## src/rtl/square_out_buf.sv

```systemverilog
// Result buffer for the square-root cell chain.
// Tracks launches through the fixed-latency cell chain with a valid shift
// register. Captures each result at the chain output into a show-ahead FIFO,
// and holds back launches with a credit counter so the FIFO can never overflow.
module square_out_buf #(
  parameter int WIDTH      = 4,
  parameter int LAT        = WIDTH,
  parameter int FIFO_DEPTH = 8
) (
  input  logic                              clk,
  input  logic                              rst_n,
  input  logic                              in_valid,
  output logic                              in_ready,
  input  logic [WIDTH-1:0]                  res_root,
  input  logic [2*WIDTH-1:0]                res_rem,
  output logic                              out_valid,
  input  logic                              out_ready,
  output logic [WIDTH-1:0]                  out_root,
  output logic [2*WIDTH-1:0]                out_rem,
  output logic [$clog2(FIFO_DEPTH+1)-1:0]   level
);

  localparam int AW = $clog2(FIFO_DEPTH);
  localparam int LW = $clog2(FIFO_DEPTH+1);
  localparam int DW = 3*WIDTH;

  logic [LAT-1:0] vld_q, vld_d;
  logic [LAT:0]   vld_ext;
  logic [LW-1:0]  reserved_q, reserved_d;
  logic [LW-1:0]  level_q, level_d;
  logic [AW-1:0]  wptr_q, wptr_d;
  logic [AW-1:0]  rptr_q, rptr_d;
  logic [DW-1:0]  mem_q [FIFO_DEPTH];
  logic [DW-1:0]  head;
  logic           launch, pop, capture;

  // Handshakes, credit check and show-ahead head. Outputs are forced to 0 when
  // the FIFO is empty, so they read 0 while reset is held.
  always_comb begin
    in_ready  = (reserved_q < LW'(FIFO_DEPTH));
    out_valid = (level_q != '0);
    launch    = in_valid && in_ready;
    pop       = out_valid && out_ready;
    capture   = vld_q[LAT-1];
    head      = out_valid ? mem_q[rptr_q] : '0;
    out_root  = head[DW-1:2*WIDTH];
    out_rem   = head[2*WIDTH-1:0];
    level     = level_q;
  end

  // Next-state for the valid pipe, credits, pointers and level.
  always_comb begin
    vld_ext = {vld_q, launch};
    vld_d   = vld_ext[LAT-1:0];

    reserved_d = reserved_q;
    case ({launch, pop})
      2'b10:   reserved_d = reserved_q + LW'(1);
      2'b01:   reserved_d = reserved_q - LW'(1);
      default: reserved_d = reserved_q;
    endcase

    level_d = level_q;
    case ({capture, pop})
      2'b10:   level_d = level_q + LW'(1);
      2'b01:   level_d = level_q - LW'(1);
      default: level_d = level_q;
    endcase

    wptr_d = capture ? wptr_q + AW'(1) : wptr_q;
    rptr_d = pop     ? rptr_q + AW'(1) : rptr_q;
  end

  // Control state. Reset drops everything in flight as well as everything buffered.
  always_ff @(posedge clk or negedge rst_n) begin
    if (!rst_n) begin
      vld_q      <= '0;
      reserved_q <= '0;
      level_q    <= '0;
      wptr_q     <= '0;
      rptr_q     <= '0;
    end else begin
      vld_q      <= vld_d;
      reserved_q <= reserved_d;
      level_q    <= level_d;
      wptr_q     <= wptr_d;
      rptr_q     <= rptr_d;
    end
  end

  // FIFO storage. It has no reset; level gates its visibility.
  always_ff @(posedge clk) begin
    if (capture) mem_q[wptr_q] <= {res_root, res_rem};
  end

  // Credits must make a capture into a full FIFO impossible.
  assert property (@(posedge clk) disable iff (!rst_n)
    !(capture && (level_q == LW'(FIFO_DEPTH))));

endmodule

```

## config.mk

```make
export PLATFORM = sky130hd
export DESIGN_NAME = square_out_buf
export DESIGN_NICKNAME = d
export VERILOG_FILES = /design/src/rtl/square_out_buf.sv
export SDC_FILE = /design/constraint.sdc
export NUM_CORES = 1
export LEC_CHECK = 0
export CAP_MARGIN = 20
export CORE_ASPECT_RATIO = 1.2
export CORE_UTILIZATION = 40
export DETAILED_ROUTE_END_ITERATION = 8
export HOLD_SLACK_MARGIN = 0.1
export SETUP_SLACK_MARGIN = 0.4
export SYNTH_ARGS = -nofsm -noshare
export SYNTH_HDL_FRONTEND = slang
export SYNTH_SLANG_ARGS = --single-unit
```

## constraint.sdc

```tcl
create_clock -name clk -period 3 [get_ports clk]
set_input_delay 0.6 -clock clk [delete_from_list [all_inputs] [get_ports clk]]
set_output_delay 0.6 -clock clk [all_outputs]
set_load 0.03 [all_outputs]
```

==> impl_metrics.env <==
export IMPL_clock_latency_ns=0.40
export IMPL_endpoint_kind="output port"
export IMPL_grt_max_degree=22
export IMPL_h_tree_depth=4
export IMPL_std_cell_rows=42
export IMPL_r2r_slack_ns=0.61
export IMPL_grt_pass1_wl_um=13300
export IMPL_cp_arrival_ns=1.97
export IMPL_setup_violations=0
export IMPL_synth_edff_count=96
export IMPL_synth_ff_type="edfxtp_1"
export IMPL_hold_path_class="flop to flop"
export IMPL_worstMarginPinSlew_ns=0.816
export IMPL_rsz0062_at_grt="yes"
export IMPL_die_area_um2=11900
export IMPL_setup_ws_ns=0.432
export IMPL_routabilityCongestion=0.743
export IMPL_drive_gt1_share_pct=27.6
export IMPL_critPathKind="flop to output port"
export IMPL_cts_inserted_buffers=17
export IMPL_relSlewSlack_pct=45.4
export IMPL_cts_root_buf="clkbuf_16"
export IMPL_comb_power_share_pct=36.1
export IMPL_grt_use_total_pct=16.0
export IMPL_placement_io_buffers=33
export IMPL_hold_viol_final=0
export IMPL_layout_common_cells="96 x edfxtp_1, 24 x mux4_2, 21 x nor2_1, 21 x clkdlybuf4s50_1, 19 x buf_4"
export IMPL_ant_nets=0
export IMPL_grt_overflow=0
export IMPL_synth_area_per_cell_um2=19.3
export IMPL_max_cap_violations=0
export IMPL_ioPinCount=34
export IMPL_synth_area_um2=4590
export IMPL_place_area_um2=5180
export IMPL_cp_start_kind="flop"
export IMPL_dr_pass1_iters=4
export IMPL_stdcell_area_um2=5730
export IMPL_leakagePower_nw=2.03
export IMPL_final_common_cell="edfxtp_1"
export IMPL_die_w_um=99.8
export IMPL_antenna_cells=0
export IMPL_clockBufferDepth=2
export IMPL_first_iter_violations=81
export IMPL_cts_tree="built"
export IMPL_dr_total_vias=2276
export IMPL_place_inst=427
export IMPL_vias_per_cell=4.93
export IMPL_ys_warn_count=0
export IMPL_hpwl_um=4990
export IMPL_clock_fmax_ghz=0.389
export IMPL_power_share_clock_pct=28.3
export IMPL_ys_seq_area_share_pct=72.6
export IMPL_clk_pin_slew_worst_paths_ns=0.05
export IMPL_worst_ir_drop_vdd_uv=514
export IMPL_area_delta_synth_final_pct=24.8
export IMPL_cts_num_sinks=114
export IMPL_routedWlPerCell_um=18.1
export IMPL_final_cells=462
export IMPL_fin_worst_skew_ns=0.00442
export IMPL_status="completed"
export IMPL_routed_wl_um=8350
export IMPL_reg2reg_depth=10
export IMPL_grt_antenna_before_repair=0
export IMPL_ys_seq_elements=114
export IMPL_crit_fanout=6
export IMPL_synth_async_reset_ratio_pct=15.8
export IMPL_synth_nets=262
export IMPL_setup_tns_ns=0
export IMPL_min_path_cells=0
export IMPL_powerDensity_nw_per_um2=1060
export IMPL_swShare_pct=32.0
export IMPL_route_detailed_drc=0
export IMPL_nNetsFinal=320
export IMPL_p_seq_share_pct=35.6
export IMPL_core_um2=11100
export IMPL_period_share_pct=85.6
export IMPL_initial_utilization_pct=41.4
export IMPL_die_h_um=119
export IMPL_cts_hold_buf=0
export IMPL_synth_cell_types=33
export IMPL_p_switching_w=0.00194
export IMPL_slew_viol_final=0
export IMPL_final_util_pct=51.7
export IMPL_place_ws_ns=0.306
export IMPL_p_int_w=0.00414
export IMPL_worst_ep_required_time_ns=2.40
export IMPL_grt_pass1_vias=2460
export IMPL_postSynthCellCount=238
export IMPL_fin_crit_ns=2.57
-- layout make-up --
| type | count | area (um2) |
|---|---|---|
| fillers | 898 | 5360 |
| inverters | 4 | 15.0 |
| flip-flops and latches | 114 | 3340 |
| well taps | 154 | 193 |
| clock buffers | 23 | 448 |
| repair buffers | 49 | 479 |
| clock inverters | 8 | 63.8 |
| multi-input cells | 110 | 1200 |
-- power by group through the flow --
stage / Clock (W) / Sequential, W / Combinational, W
finish: 0.00172 / 0.00216 / 0.00220
global route: 0.00182 / 0.00219 / 0.00238
CTS: 0.00175 / 0.00216 / 0.00221
detailed placement: 0 / 0.00219 / 0.00218
global placement: 0 / 0.00218 / 0.00216
floorplan: 0 / 0.00218 / 0.00146
-- worst max-delay path: stages (launching register included) --
cell and delay [ns]:
dfrtp_2 0.40, buf_6 0.15, buf_16 0.14, mux4_2 0.50, mux2i_1 0.14, nor2_1 0.06
buf_4 0.17
-- synthesized netlist by cell type, drive strengths merged, types with 2 or more instances --
cell	instances	area (um2)
nand2b	3	18.8
a21oi	3	15.0
xor2	9	78.8
nor3	2	10.0
nand3b	2	15.0
mux2i	12	120
o21ai	2	10.0
edfxtp	96	2880
nor2	21	78.8
nand2	6	22.5
buf	7	48.8
mux2	4	48.8
clkbuf	3	12.5
dfrtp	18	450
ha	8	100
inv	4	15.0
xnor2	5	43.8
mux4	24	541
-- path summary, 6_finish.rpt --
path,from,to
max,rptr_q[0]$_DFFE_PN0N_,out_rem[5]
min,vld_q[2]$_DFF_PN0_,vld_q[3]$_DFF_PN0_
max reg2reg,level[2]$_DFFE_PN0P_,reserved_q[2]$_DFFE_PN0P_
min reg2reg,vld_q[2]$_DFF_PN0_,vld_q[3]$_DFF_PN0_
max in group asynchronous,rst_n,rptr_q[0]$_DFFE_PN0N_
min in group asynchronous,rst_n,reserved_q[1]$_DFFE_PN0P_
-- per-layer routing --
| layer | part of all wire (%) | track usage (%) |
|---|---|---|
| met5 | 0 | 0 |
| met4 | 1.6 | 7.81 |
| met3 | 3.4 | 4.64 |
| met2 | 52 | 26.4 |
| met1 | 43 | 19.2 |
-- registers in the layout, indices dropped and copies added (netlist names) --
signal,cells
mem_q,96
rptr_q,3
level,4
vld_q,4
wptr_q,3
reserved_q,4
-- timing repair --
| item | in CTS | in global routing |
|---|---|---|
| gates cloned | 2 | 0 |
| resized for setup | 63 | 18 |
| setup buffers | 2 | 0 |
| pin swaps | 0 | 1 |
| setup endpoints to repair | 12 | 10 |
-- cells by family (layout without fill, tap and decap cells) --
group	Yosys count	after routing	share of synthesized area, %
fa+ha+maj	8	8	2.18
mux	40	40	15.4
xor+xnor	14	14	2.67
flops	114	114	72.6
buf+inv	14	84	1.66
simple gates	40	40	4.44
compound gates	8	8	1.01
-- per-stage QoR --
step | power, W | hold WS, ns
3_3_place_gp | 0.00434 | 0.336
5_1_grt | 0.00639 | 0.354
2_1_floorplan | 0.00364 | 0.304
3_5_place_dp | 0.00437 | 0.337
4_1_cts | 0.00613 | 0.348
6_report | 0.00608 | 0.345
Note: power is estimated with default switching activity, not from simulation.
